<file path="src/rtl/axi4lite_master_bridge.sv">
// ---------------------------------------------------------------------------
// axi4lite_master_bridge
//
// Single-outstanding AXI4-Lite master. A host sequencer (e.g. a UART debug
// bridge) issues one command at a time on a valid/ready command port; the
// bridge runs the matching AXI4-Lite write (AW+W then B) or read (AR then R)
// and returns the slave response on a valid/ready response port. Each AXI
// wait state is guarded by an optional timeout that aborts the transaction
// and reports rsp_resp = 2'b11 with rsp_timeout = 1.
//
// Ports
//   CLK, RST              clock (rising edge), synchronous active-high reset
//   cmd_valid/cmd_ready   command handshake
//   cmd_write             1 = write, 0 = read
//   cmd_addr              target byte address
//   cmd_wdata/cmd_wstrb   write data and byte strobes (ignored on reads)
//   rsp_valid/rsp_ready   response handshake; rsp_* held until consumed
//   rsp_rdata             read data (0 for writes and timeouts)
//   rsp_resp              BRESP/RRESP passed through, 2'b11 on timeout
//   rsp_timeout           transaction aborted by timeout
//   M_AXI_*               AXI4-Lite master channels (AW, W, B, AR, R)
//
// Parameters
//   ADDR_WIDTH, DATA_WIDTH  AXI address/data widths, strobe = DATA_WIDTH/8
//   TIMEOUT_CYCLES          cycles allowed in one wait state, 0 = no timeout
// ---------------------------------------------------------------------------
module axi4lite_master_bridge #(
    parameter int ADDR_WIDTH     = 32,
    parameter int DATA_WIDTH     = 32,
    parameter int TIMEOUT_CYCLES = 256
) (
    input  logic                    CLK,
    input  logic                    RST,

    input  logic                    cmd_valid,
    output logic                    cmd_ready,
    input  logic                    cmd_write,
    input  logic [ADDR_WIDTH-1:0]   cmd_addr,
    input  logic [DATA_WIDTH-1:0]   cmd_wdata,
    input  logic [DATA_WIDTH/8-1:0] cmd_wstrb,

    output logic                    rsp_valid,
    input  logic                    rsp_ready,
    output logic [DATA_WIDTH-1:0]   rsp_rdata,
    output logic [1:0]              rsp_resp,
    output logic                    rsp_timeout,

    output logic                    M_AXI_AWVALID,
    input  logic                    M_AXI_AWREADY,
    output logic [ADDR_WIDTH-1:0]   M_AXI_AWADDR,
    output logic [2:0]              M_AXI_AWPROT,

    output logic                    M_AXI_WVALID,
    input  logic                    M_AXI_WREADY,
    output logic [DATA_WIDTH-1:0]   M_AXI_WDATA,
    output logic [DATA_WIDTH/8-1:0] M_AXI_WSTRB,

    input  logic                    M_AXI_BVALID,
    output logic                    M_AXI_BREADY,
    input  logic [1:0]              M_AXI_BRESP,

    output logic                    M_AXI_ARVALID,
    input  logic                    M_AXI_ARREADY,
    output logic [ADDR_WIDTH-1:0]   M_AXI_ARADDR,
    output logic [2:0]              M_AXI_ARPROT,

    input  logic                    M_AXI_RVALID,
    output logic                    M_AXI_RREADY,
    input  logic [DATA_WIDTH-1:0]   M_AXI_RDATA,
    input  logic [1:0]              M_AXI_RRESP
);

    localparam bit TMO_EN    = (TIMEOUT_CYCLES > 0);
    localparam int CNT_WIDTH = TMO_EN ? $clog2(TIMEOUT_CYCLES + 1) : 1;
    localparam logic [CNT_WIDTH-1:0] CNT_MAX  = '1;
    // Abort fires on the last permitted cycle, so a wait state lasts at most
    // TIMEOUT_CYCLES cycles.
    localparam logic [CNT_WIDTH-1:0] CNT_LAST =
        TMO_EN ? CNT_WIDTH'(TIMEOUT_CYCLES - 1) : '0;

    typedef enum logic [2:0] {
        IDLE,
        WR_REQ,
        WR_RESP,
        RD_REQ,
        RD_DATA,
        DONE
    } state_t;

    state_t               state;
    logic [CNT_WIDTH-1:0] tmo_cnt;

    logic wr_req_done;
    logic state_exit;
    logic in_wait;
    logic tmo_expire;

    // Protection attributes are fixed: unprivileged, secure, data access.
    assign M_AXI_AWPROT = 3'b000;
    assign M_AXI_ARPROT = 3'b000;

    // NOTE: every signal written here gets a default first, so no path through
    // the block leaves a value unassigned and no latch is inferred.
    always_comb begin
        // A channel counts as finished once its VALID has already dropped or
        // its handshake completes this cycle; AW and W finish in any order.
        wr_req_done = (!M_AXI_AWVALID || M_AXI_AWREADY) &&
                      (!M_AXI_WVALID  || M_AXI_WREADY);
        state_exit  = 1'b0;
        case (state)
            WR_REQ:  state_exit = wr_req_done;
            WR_RESP: state_exit = M_AXI_BVALID;
            RD_REQ:  state_exit = M_AXI_ARREADY;
            RD_DATA: state_exit = M_AXI_RVALID;
            default: state_exit = 1'b0;
        endcase
        in_wait    = (state inside {WR_REQ, WR_RESP, RD_REQ, RD_DATA});
        // A handshake landing on the final cycle wins over the abort.
        tmo_expire = TMO_EN && in_wait && !state_exit && (tmo_cnt == CNT_LAST);
    end

    // NOTE: all state and registered outputs use non-blocking assignments so
    // every register samples pre-edge values regardless of statement order.
    always_ff @(posedge CLK) begin
        if (RST) begin
            state         <= IDLE;
            tmo_cnt       <= '0;
            cmd_ready     <= 1'b1;
            rsp_valid     <= 1'b0;
            rsp_rdata     <= '0;
            rsp_resp      <= 2'b00;
            rsp_timeout   <= 1'b0;
            M_AXI_AWVALID <= 1'b0;
            M_AXI_AWADDR  <= '0;
            M_AXI_WVALID  <= 1'b0;
            M_AXI_WDATA   <= '0;
            M_AXI_WSTRB   <= '0;
            M_AXI_BREADY  <= 1'b0;
            M_AXI_ARVALID <= 1'b0;
            M_AXI_ARADDR  <= '0;
            M_AXI_RREADY  <= 1'b0;
        end else begin
            // Counts time spent in the current wait state; cleared on every
            // state change below (later assignments override this one).
            if (in_wait) begin
                tmo_cnt <= (tmo_cnt == CNT_MAX) ? tmo_cnt : tmo_cnt + 1'b1;
            end

            if (tmo_expire) begin
                M_AXI_AWVALID <= 1'b0;
                M_AXI_WVALID  <= 1'b0;
                M_AXI_BREADY  <= 1'b0;
                M_AXI_ARVALID <= 1'b0;
                M_AXI_RREADY  <= 1'b0;
                rsp_rdata     <= '0;
                rsp_resp      <= 2'b11;
                rsp_timeout   <= 1'b1;
                rsp_valid     <= 1'b1;
                tmo_cnt       <= '0;
                state         <= DONE;
            end else begin
                case (state)
                    IDLE: begin
                        tmo_cnt <= '0;
                        if (cmd_valid && cmd_ready) begin
                            cmd_ready <= 1'b0;
                            if (cmd_write) begin
                                M_AXI_AWADDR  <= cmd_addr;
                                M_AXI_WDATA   <= cmd_wdata;
                                M_AXI_WSTRB   <= cmd_wstrb;
                                M_AXI_AWVALID <= 1'b1;
                                M_AXI_WVALID  <= 1'b1;
                                state         <= WR_REQ;
                            end else begin
                                M_AXI_ARADDR  <= cmd_addr;
                                M_AXI_ARVALID <= 1'b1;
                                state         <= RD_REQ;
                            end
                        end
                    end

                    WR_REQ: begin
                        if (M_AXI_AWVALID && M_AXI_AWREADY) M_AXI_AWVALID <= 1'b0;
                        if (M_AXI_WVALID  && M_AXI_WREADY)  M_AXI_WVALID  <= 1'b0;
                        if (wr_req_done) begin
                            M_AXI_BREADY <= 1'b1;
                            tmo_cnt      <= '0;
                            state        <= WR_RESP;
                        end
                    end

                    WR_RESP: begin
                        if (M_AXI_BVALID) begin
                            M_AXI_BREADY <= 1'b0;
                            rsp_rdata    <= '0;
                            rsp_resp     <= M_AXI_BRESP;
                            rsp_timeout  <= 1'b0;
                            rsp_valid    <= 1'b1;
                            tmo_cnt      <= '0;
                            state        <= DONE;
                        end
                    end

                    RD_REQ: begin
                        if (M_AXI_ARREADY) begin
                            M_AXI_ARVALID <= 1'b0;
                            M_AXI_RREADY  <= 1'b1;
                            tmo_cnt       <= '0;
                            state         <= RD_DATA;
                        end
                    end

                    RD_DATA: begin
                        if (M_AXI_RVALID) begin
                            M_AXI_RREADY <= 1'b0;
                            rsp_rdata    <= M_AXI_RDATA;
                            rsp_resp     <= M_AXI_RRESP;
                            rsp_timeout  <= 1'b0;
                            rsp_valid    <= 1'b1;
                            tmo_cnt      <= '0;
                            state        <= DONE;
                        end
                    end

                    DONE: begin
                        // cmd_ready returns only after the response is taken,
                        // so a new command is never accepted in this state.
                        if (rsp_ready) begin
                            rsp_valid <= 1'b0;
                            cmd_ready <= 1'b1;
                            state     <= IDLE;
                        end
                    end

                    default: state <= IDLE;
                endcase
            end
        end
    end

endmodule

</file>
<file path="config.mk">
export PLATFORM = sky130hd
export DESIGN_NAME = axi4lite_master_bridge
export DESIGN_NICKNAME = d
export VERILOG_FILES = /design/src/rtl/axi4lite_master_bridge.sv
export SDC_FILE = /design/constraint.sdc
export NUM_CORES = 1
export LEC_CHECK = 0
export BUFFER_PORTS_ARGS = -buffer_cell sky130_fd_sc_hd__buf_2
export CAP_MARGIN = 20
export CORE_AREA = 2 2 118 120
export DETAILED_ROUTE_END_ITERATION = 16
export DIE_AREA = 0 0 120 122
export GPL_ROUTABILITY_DRIVEN = 0
export PLACE_DENSITY_LB_ADDON = 0.3
export SYNTH_ARGS = -nofsm -noshare
export SYNTH_HDL_FRONTEND = slang
export SYNTH_SLANG_ARGS = --single-unit
</file>
<file path="constraint.sdc">
create_clock -name CLK -period 2.89 [get_ports CLK]
set_clock_uncertainty 0.1 [all_clocks]
set_input_delay 0.4335 -clock CLK [delete_from_list [all_inputs] [get_ports CLK]]
set_output_delay 0.4335 -clock CLK [all_outputs]
set_load 0.01 [all_outputs]
</file>
==> reports/qor.yml, run 1 <==
placed_design:
  placed_area_um2: 7140
  dp.cells: 1069
  hpwl_um: 10700
  portBuffers: 255
  pre_cts_ws_ns: 0.529
routing:
  first_pass_iters: 5
  drtIter0Drc: 399
  wl_met2_um: 7340
  wl_per_cell_um: 14.3
  routed_via_density: 5.02
  via_count: 5523
  wl_met3_um: 1420
  drc: 0
  dr.max_layer_used: "met4"
  met1_length_um: 6660
  wl_um: 15700
  ant_nets: 0
power:
  power.density_nw_per_um2: 833
  power.total_mw: 6.44
  p_leak_nw: 3.42
  peakVddDrop_mv: 0.351
sta:
  fin_setup_tns_ns: 0
  maxSlewHeadroom: 0.535
  worstMarginPinSlew_ns: 0.698
  finalHoldViolations: 0
  rsz0062_at_grt: "no"
  fmax_mhz: 419
  finalSetupViolations: 0
  hold_slack_ns: 0.119
  maxSlewViolCount: 0
  fin_crit_sh: 0.826
  period_needed_ns: 2.39
  finalWorstSetupSlack_ns: 0.502
yosys:
  synth_area_um2: 5730
  synth_edf_count: 0
  synth_compound_area_frac: 0.200
  synth_top_family_by_area: "simple AND/OR/NAND/NOR gates"
  yosysWarnings: 0
  synth_area_per_cell_um2: 8.54
  synth_cell_type_count: 48
  synthCells: 671
  synth_xor_area_frac: 0.00153
  async_flop_share: 0
  synth_fa_ha_area_frac: 0.00218
  yosys.area_share.simple: 0.204
  yosysSeqAreaShare: 0.538
  ys_ff_latch: 154
  synth-main-ff-cell: "dfxtp_1"
  muxShareOfSynthArea: 0.00699
worst_setup_path:
  worstSetupPathType: "reg -> reg"
  worstPathArrival_ns: 2.56
  endpoint_kind: "flop"
  rrSetupSlack_ns: 0.50
  cp.required_ns: 3.06
  start_kind: "flop"
  critPathMaxFanout: 20
finish:
  final_core_util: 0.572
  drive_above_1_share: 0.342
  fin_area_um2: 7730
  fin_cells: 1101
  n_fill_cell: 1315
  seqCellArea_um2: 3080
  n_antenna_cell: 0
  syn_to_final_growth_pct: 34.8
  final_nets: 1023
  multi_input_area_um2: 2430
clock_network:
  post_cts_buffers: 0
  cts_resized: 0
  clock_sinks: 154
  ctsLongestPathBuffers: 2
  h-tree-depth: 4
  cts.clk_slew.worst_paths_ns: 0.07
  cts_tree: "yes"
  clock_latency_ns: 0.42
  hold_buffers: 0
  cts_buffers: 17
  ctsRootBufferMaster: "clkbuf_16"
global_routing:
  grt_remaining_overflow: 0
  grt_use_total: 0.211
  grt_pass1_wl_um: 24900
  grt_max_degree: 69
  antenna_found_initial: 0
  grt_pass1_vias: 5096
die:
  ios: 262
  initial_core_util: 0.424
  core-area_um2: 13500
  fp-row-count: 43
  die-area_um2: 14600
  fp.dieW_um: 120
  die_h_um: 122
outcome:
  outcome: "complete, no violations"
min_path:
  hp-class: "in -> reg"
job:
  drv_cap: 0
==> placed cells by master (no fill, tap or decap), types with 2 or more instances in the layout <==
cell / netlist / routed
a31o_2: 3 / 3
nand2b_1: 5 / 5
a21oi_1: 107 / 107
or4_4: 2 / 2
nor4_1: 6 / 6
nand3_1: 3 / 2
inv_1: 6 / 6
a211oi_1: 4 / 4
inv_8: 0 / 3
o21ai_0: 8 / 8
nand3b_1: 4 / 4
nand4_1: 3 / 3
dfxtp_1: 154 / 154
clkbuf_8: 0 / 2
a2111oi_0: 5 / 5
nor3_1: 9 / 8
o31a_1: 3 / 3
o21a_1: 3 / 3
nor2b_1: 4 / 4
mux2i_1: 4 / 4
clkbuf_16: 0 / 17
or3_1: 3 / 3
buf_2: 9 / 254
nor3b_1: 3 / 2
inv_6: 0 / 2
buf_4: 8 / 12
clkinv_4: 0 / 2
clkinvlp_4: 0 / 4
a22o_1: 32 / 32
a31oi_1: 4 / 4
nor2_1: 8 / 8
a21oi_2: 2 / 2
nand2_1: 212 / 212
conb_1: 1 / 6
==> cell families after synthesis <==
group / count (synthesis)
muxes: 4
other: 1
AOI/OAI and AO/OA: 181
xor gates and xnor gates: 1
DFF: 154
and+or+nand+nor: 269
adders and majority gates: 1
buffers and inverters: 60
==> worst max-delay path, stage by stage (launching register included) <==
cell and delay [ns]:
dfxtp_1 0.70, nor3_1 0.24, or4_4 0.51, nor4_4 0.34, buf_4 0.26, a2111oi_0 0.08
==> cells in the mapped netlist (all sizes together), types with 2 or more instances <==
library cell  count  area [um^2]
nand3             3         15.0
nor2b             4         25.0
or4               3         30.0
nand3b            4         30.0
nor3              9         45.0
a31o              3         26.3
dfxtp           154         3080
a21oi           109          553
o21ai             8         40.0
a311oi            2         23.8
buf              17          105
nand2b            5         31.3
or3               3         18.8
mux2i             4         40.0
nand4             4         31.3
nor3b             3         22.5
nor2              8         30.0
clkbuf           37          139
nor4              7         58.8
o21a              3         22.5
o31a              3         26.3
a31oi             5         37.5
a22o             32          280
nand2           212          796
inv               6         22.5
a211oi            4         30.0
a2111oi           5         43.8
==> routing by layer <==
layer	track usage	vias to the layer above
met4	0.0743	0
met2	0.339	201
met1	0.252	2527
li1	-	2770
met5	0	-
met3	0.0913	25
==> sequential cells by signal (all words and copies together) (netlist names) <==
name and cells:
rsp_timeout 1, rsp_valid 1, M_AXI_BREADY 1, M_AXI_ARVALID 1, M_AXI_ARADDR 32, rsp_resp 2
M_AXI_AWVALID 1, state 3, M_AXI_RREADY 1, M_AXI_WVALID 1, M_AXI_AWADDR 32, tmo_cnt 9
M_AXI_WSTRB 4, cmd_ready 1, M_AXI_WDATA 32, rsp_rdata 32
==> final cells by class <==
type | instances | area share
Clock buffer | 19 | 0.0586
Clock inverter | 13 | 0.0173
Inverter | 6 | 0.00291
Multi-Input combinational cell | 462 | 0.314
Sequential cell | 154 | 0.399
Tap cell | 180 | 0.0291
Timing Repair Buffer | 267 | 0.179
==> where the power goes <==
group / total [mW] / switching [mW] / internal [mW]
Sequential: 2.60 / 0.205 / 2.39
Clock: 2.18 / 0.930 / 1.25
Combinational: 1.66 / 1.01 / 0.654
==> final timing paths <==
| check | start | end | cells past startpoint |
|---|---|---|---|
| hold reg to reg | M_AXI_AWADDR[22] | M_AXI_AWADDR[22] | 2 |
| hold / removal | M_AXI_RDATA[13] | rsp_rdata[13] | 2 |
| setup reg to reg | state[2] | state[1] | 5 |
| setup / recovery | state[2] | state[1] | 5 |
Note: power is estimated with default switching activity, not from simulation.
==> inputs of run 2 (changes only) <==
- clock period: 2.89 -> 2.49 ns (I/O delays scaled with it)
==> reports/qor.yml, run 2 (same netlist as run 1, synthesis figures left out) <==
sta:
  finalHoldViolations: 0
  worstMarginPinSlew_ns: 0.745
  rsz0062_at_grt: "no"
  fin_crit_sh: 0.938
  finalWorstSetupSlack_ns: 0.154
  period_needed_ns: 2.34
  maxSlewHeadroom: 0.503
  fin_setup_tns_ns: 0
  maxSlewViolCount: 0
  finalSetupViolations: 0
  fmax_mhz: 428
clock_network:
  post_cts_buffers: 0
  cts_buffers: 17
  clock_sinks: 154
  cts_resized: 0
  cts.clk_slew.worst_paths_ns: 0.06
  h-tree-depth: 4
  ctsRootBufferMaster: "clkbuf_16"
  clock_latency_ns: 0.41
  hold_buffers: 0
  cts_tree: "yes"
  ctsLongestPathBuffers: 2
die:
  fp-row-count: 43
  fp.dieW_um: 120
  initial_core_util: 0.424
  ios: 262
  die_h_um: 122
  die-area_um2: 14600
  core-area_um2: 13500
worst_setup_path:
  cpMostUsedCell: "buf_4"
  critPathBufInv: 2
  rrSetupSlack_ns: 0.15
  max_stage_delay_ns: 0.57
  start_kind: "flop"
  endpoint_kind: "flop"
  worstPathArrival_ns: 2.50
  r2r_cells: 6
  cp.required_ns: 2.66
  rr_endpoint: "tmo_cnt[6]"
  critPathMaxFanout: 14
  worstSetupPathType: "reg -> reg"
  cp.depth: 6
  slowest_stage: "dfxtp_1"
  endpoint: "tmo_cnt[6]"
  r2r-start: "state[1]"
  crit_chain: "buf_4 > nand3b_1 > a21oi_2 > nor4_4 > buf_4 > a2111oi_0"
  cp-startpoint: "state[1]"
  critical-path-top-delay-family: "compound AO/OA/AOI/OAI gates"
finish:
  fin_cells: 1102
  seqCellArea_um2: 3080
  final_cell_mix: "254 x buf_2, 212 x nand2_1, 154 x dfxtp_1, 107 x a21oi_1, 32 x a22o_1"
  final_core_util: 0.580
  final_nets: 1024
  multi_input_area_um2: 2430
  n_antenna_cell: 0
  syn_to_final_growth_pct: 36.6
  n_fill_cell: 1281
  final_common_cell: "buf_2"
  drive_above_1_share: 0.342
routing:
  drtIter0Drc: 263
  wl_um: 15700
  routed_via_density: 5.03
  first_pass_iters: 4
  drc: 0
  ant_nets: 0
  via_count: 5545
  wl_per_cell_um: 14.2
power:
  power.total_mw: 7.76
  peakVddDrop_mv: 0.471
  power.density_nw_per_um2: 992
  p_leak_nw: 3.47
placed_design:
  pre_cts_ws_ns: 0.253
  hpwl_um: 10600
  portBuffers: 255
  dp.cells: 1070
min_path:
  hp-class: "in -> reg"
global_routing:
  grt_use_total: 0.207
  grt_pass1_vias: 5042
  grt_max_degree: 69
  antenna_found_initial: 0
  grt_remaining_overflow: 0
  grt_pass1_wl_um: 24300
outcome:
  outcome: "complete, no violations"
job:
  drv_cap: 0
## run 2: area by class of cell
cell class                      instances  share of cell area
Sequential cell                       154               0.394
Multi-Input combinational cell        462               0.310
Clock buffer                           20              0.0583
Inverter                                6             0.00288
Clock inverter                         12              0.0238
Timing Repair Buffer                  268               0.182
Tap cell                              180              0.0288
## run 2: layer usage
layer / share of wire / global-route usage / vias up
met3: 0.085 / 0.0805 / 29
met5: 0 / 0 / -
li1: - / - / 2764
met2: 0.47 / 0.335 / 214
met4: 0.024 / 0.0949 / 0
met1: 0.42 / 0.242 / 2538
## run 2: how the worst min path moves through the flow
stage	startpoint	end	slack (ns)	cells past startpoint
floorplan	M_AXI_ARADDR[0]	M_AXI_ARADDR[0]	0.38	2
global placement	M_AXI_AWADDR[1]	M_AXI_AWADDR[1]	0.34	2
detailed placement	M_AXI_WDATA[20]	M_AXI_WDATA[20]	0.34	2
CTS	M_AXI_RDATA[24]	rsp_rdata[24]	0.04	2
global route	M_AXI_RDATA[11]	rsp_rdata[11]	0.05	2
finish	M_AXI_RDATA[26]	rsp_rdata[26]	0.07	2
## run 2: metrics by stage
stage	hold WS, ns	cell area [um^2]
2_1_floorplan	0.381	5750
6_report	0.0658	7830
3_3_place_gp	0.338	7180
4_1_cts	0.0430	7830
5_1_grt	0.0543	7830
3_5_place_dp	0.343	7180
## run 2: power breakdown
group          switching (mW)  internal (mW)
Clock                    1.04           1.75
Combinational            1.20          0.792
Sequential              0.213           2.78
Total                    2.45           5.31
==> inputs of run 3 (changes only) <==
- CELL_PAD_IN_SITES_DETAIL_PLACEMENT: unset -> 1
- CELL_PAD_IN_SITES_GLOBAL_PLACEMENT: unset -> 1
- CORE_AREA: 2 2 118 120 -> 2 2 135 137
- DIE_AREA: 0 0 120 122 -> 0 0 137 139
- PLACE_DENSITY: unset -> 0.84
- PLACE_DENSITY_LB_ADDON: 0.3 -> unset
==> reports/qor.yml, run 3 (same netlist as run 1, synthesis figures left out) <==
global_routing:
  grt_max_degree: 72
  grt_use_total: 0.194
  grt_remaining_overflow: 0
  grt_pass1_vias: 5856
  antenna_found_initial: 2
  grt_pass1_wl_um: 29500
sta:
  finalSetupViolations: 0
  worstMarginPinSlew_ns: 0.625
  fin_crit_sh: 0.897
  maxSlewViolCount: 0
  finalWorstSetupSlack_ns: 0.258
  fmax_mhz: 448
  maxSlewHeadroom: 0.577
  finalHoldViolations: 0
  rsz0062_at_grt: "no"
  period_needed_ns: 2.23
  fin_setup_tns_ns: 0
die:
  fp.dieW_um: 137
  initial_core_util: 0.325
  ios: 262
  die_h_um: 139
  fp-row-count: 49
  die-area_um2: 19000
  core-area_um2: 17700
worst_setup_path:
  start_kind: "flop"
  cp-startpoint: "state[1]"
  worstSetupPathType: "reg -> reg"
  critPathMaxFanout: 31
  rr_endpoint: "M_AXI_WDATA[27]"
  worstPathArrival_ns: 2.48
  endpoint_kind: "flop"
  r2r_cells: 6
  endpoint: "M_AXI_WDATA[27]"
  cp.required_ns: 2.74
  rrSetupSlack_ns: 0.26
  r2r-start: "state[1]"
power:
  power.density_nw_per_um2: 973
  peakVddDrop_mv: 0.586
  p_leak_nw: 3.44
  power.total_mw: 7.63
routing:
  via_count: 5725
  wl_um: 18800
  drtIter0Drc: 260
  routed_via_density: 4.96
  wl_per_cell_um: 16.3
  first_pass_iters: 4
  ant_nets: 0
  drc: 0
clock_network:
  post_cts_buffers: 0
  cts_tree: "yes"
  hold_buffers: 0
  ctsRootBufferMaster: "clkbuf_16"
  clock_latency_ns: 0.42
  ctsLongestPathBuffers: 2
  cts_resized: 0
  h-tree-depth: 4
  cts_buffers: 17
  cts.clk_slew.worst_paths_ns: 0.07
  clock_sinks: 154
finish:
  n_fill_cell: 2178
  final_nets: 1026
  seqCellArea_um2: 3080
  fin_cells: 1155
  multi_input_area_um2: 2430
  final_cell_mix: "254 x buf_2, 212 x nand2_1, 154 x dfxtp_1, 107 x a21oi_1, 32 x a22o_1"
  syn_to_final_growth_pct: 36.9
  final_core_util: 0.444
  drive_above_1_share: 0.343
  final_common_cell: "buf_2"
placed_design:
  pre_cts_ws_ns: 0.322
  dp.cells: 1121
  hpwl_um: 13200
  portBuffers: 255
outcome:
  outcome: "complete, no violations"
job:
  drv_cap: 0
min_path:
  hp-class: "in -> reg"
## run 3: metrics by stage
stage          area, um^2  hold WS (ns)
2_1_floorplan        5750         0.381
3_3_place_gp         7260         0.338
3_5_place_dp         7260         0.343
4_1_cts              7840        0.0459
5_1_grt              7840        0.0625
6_report             7840        0.0665
## run 3: how the worst min path moves through the flow
stage	startpoint	to	depth (start not counted)
final	M_AXI_RDATA[19]	rsp_rdata[19]	2
after global routing	M_AXI_RDATA[20]	rsp_rdata[20]	2
after CTS	M_AXI_RDATA[19]	rsp_rdata[19]	2
after floorplan	M_AXI_ARADDR[0]	M_AXI_ARADDR[0]	2
after global placement	M_AXI_AWADDR[1]	M_AXI_AWADDR[1]	2
after detailed placement	M_AXI_WDATA[20]	M_AXI_WDATA[20]	2
## run 3: worst max-delay path, stage by stage, from the launching register on
cell,delay (ns)
dfxtp_1,0.38
buf_4,0.23
nor4b_2,0.48
and3_2,0.33
buf_4,0.34
nand2_1,0.11
a21oi_1,0.16
## run 3: layout make-up
type	instances	area share
antenna	2	0.000638
multi-input combinational	462	0.310
clock inverter	13	0.0171
sequential	154	0.393
inverter	6	0.00287
clock buffer	19	0.0565
timing repair buffer	270	0.184
tap	229	0.0365
## run 3: per-layer routing
metal / vias up / global-route usage / wire (um)
li1: 2772 / - / -
met1: 2717 / 0.217 / 7650
met2: 209 / 0.334 / 9050
met3: 25 / 0.0702 / 1770
met4: 2 / 0.0705 / 351
met5: - / 0 / 13
## run 3: power by group
part	leakage [nW]	internal, mW	switching [mW]
Sequential	1.25	2.77	0.198
Clock	0.273	1.43	1.12
Combinational	1.92	0.807	1.30
Total	3.44	5.01	2.62
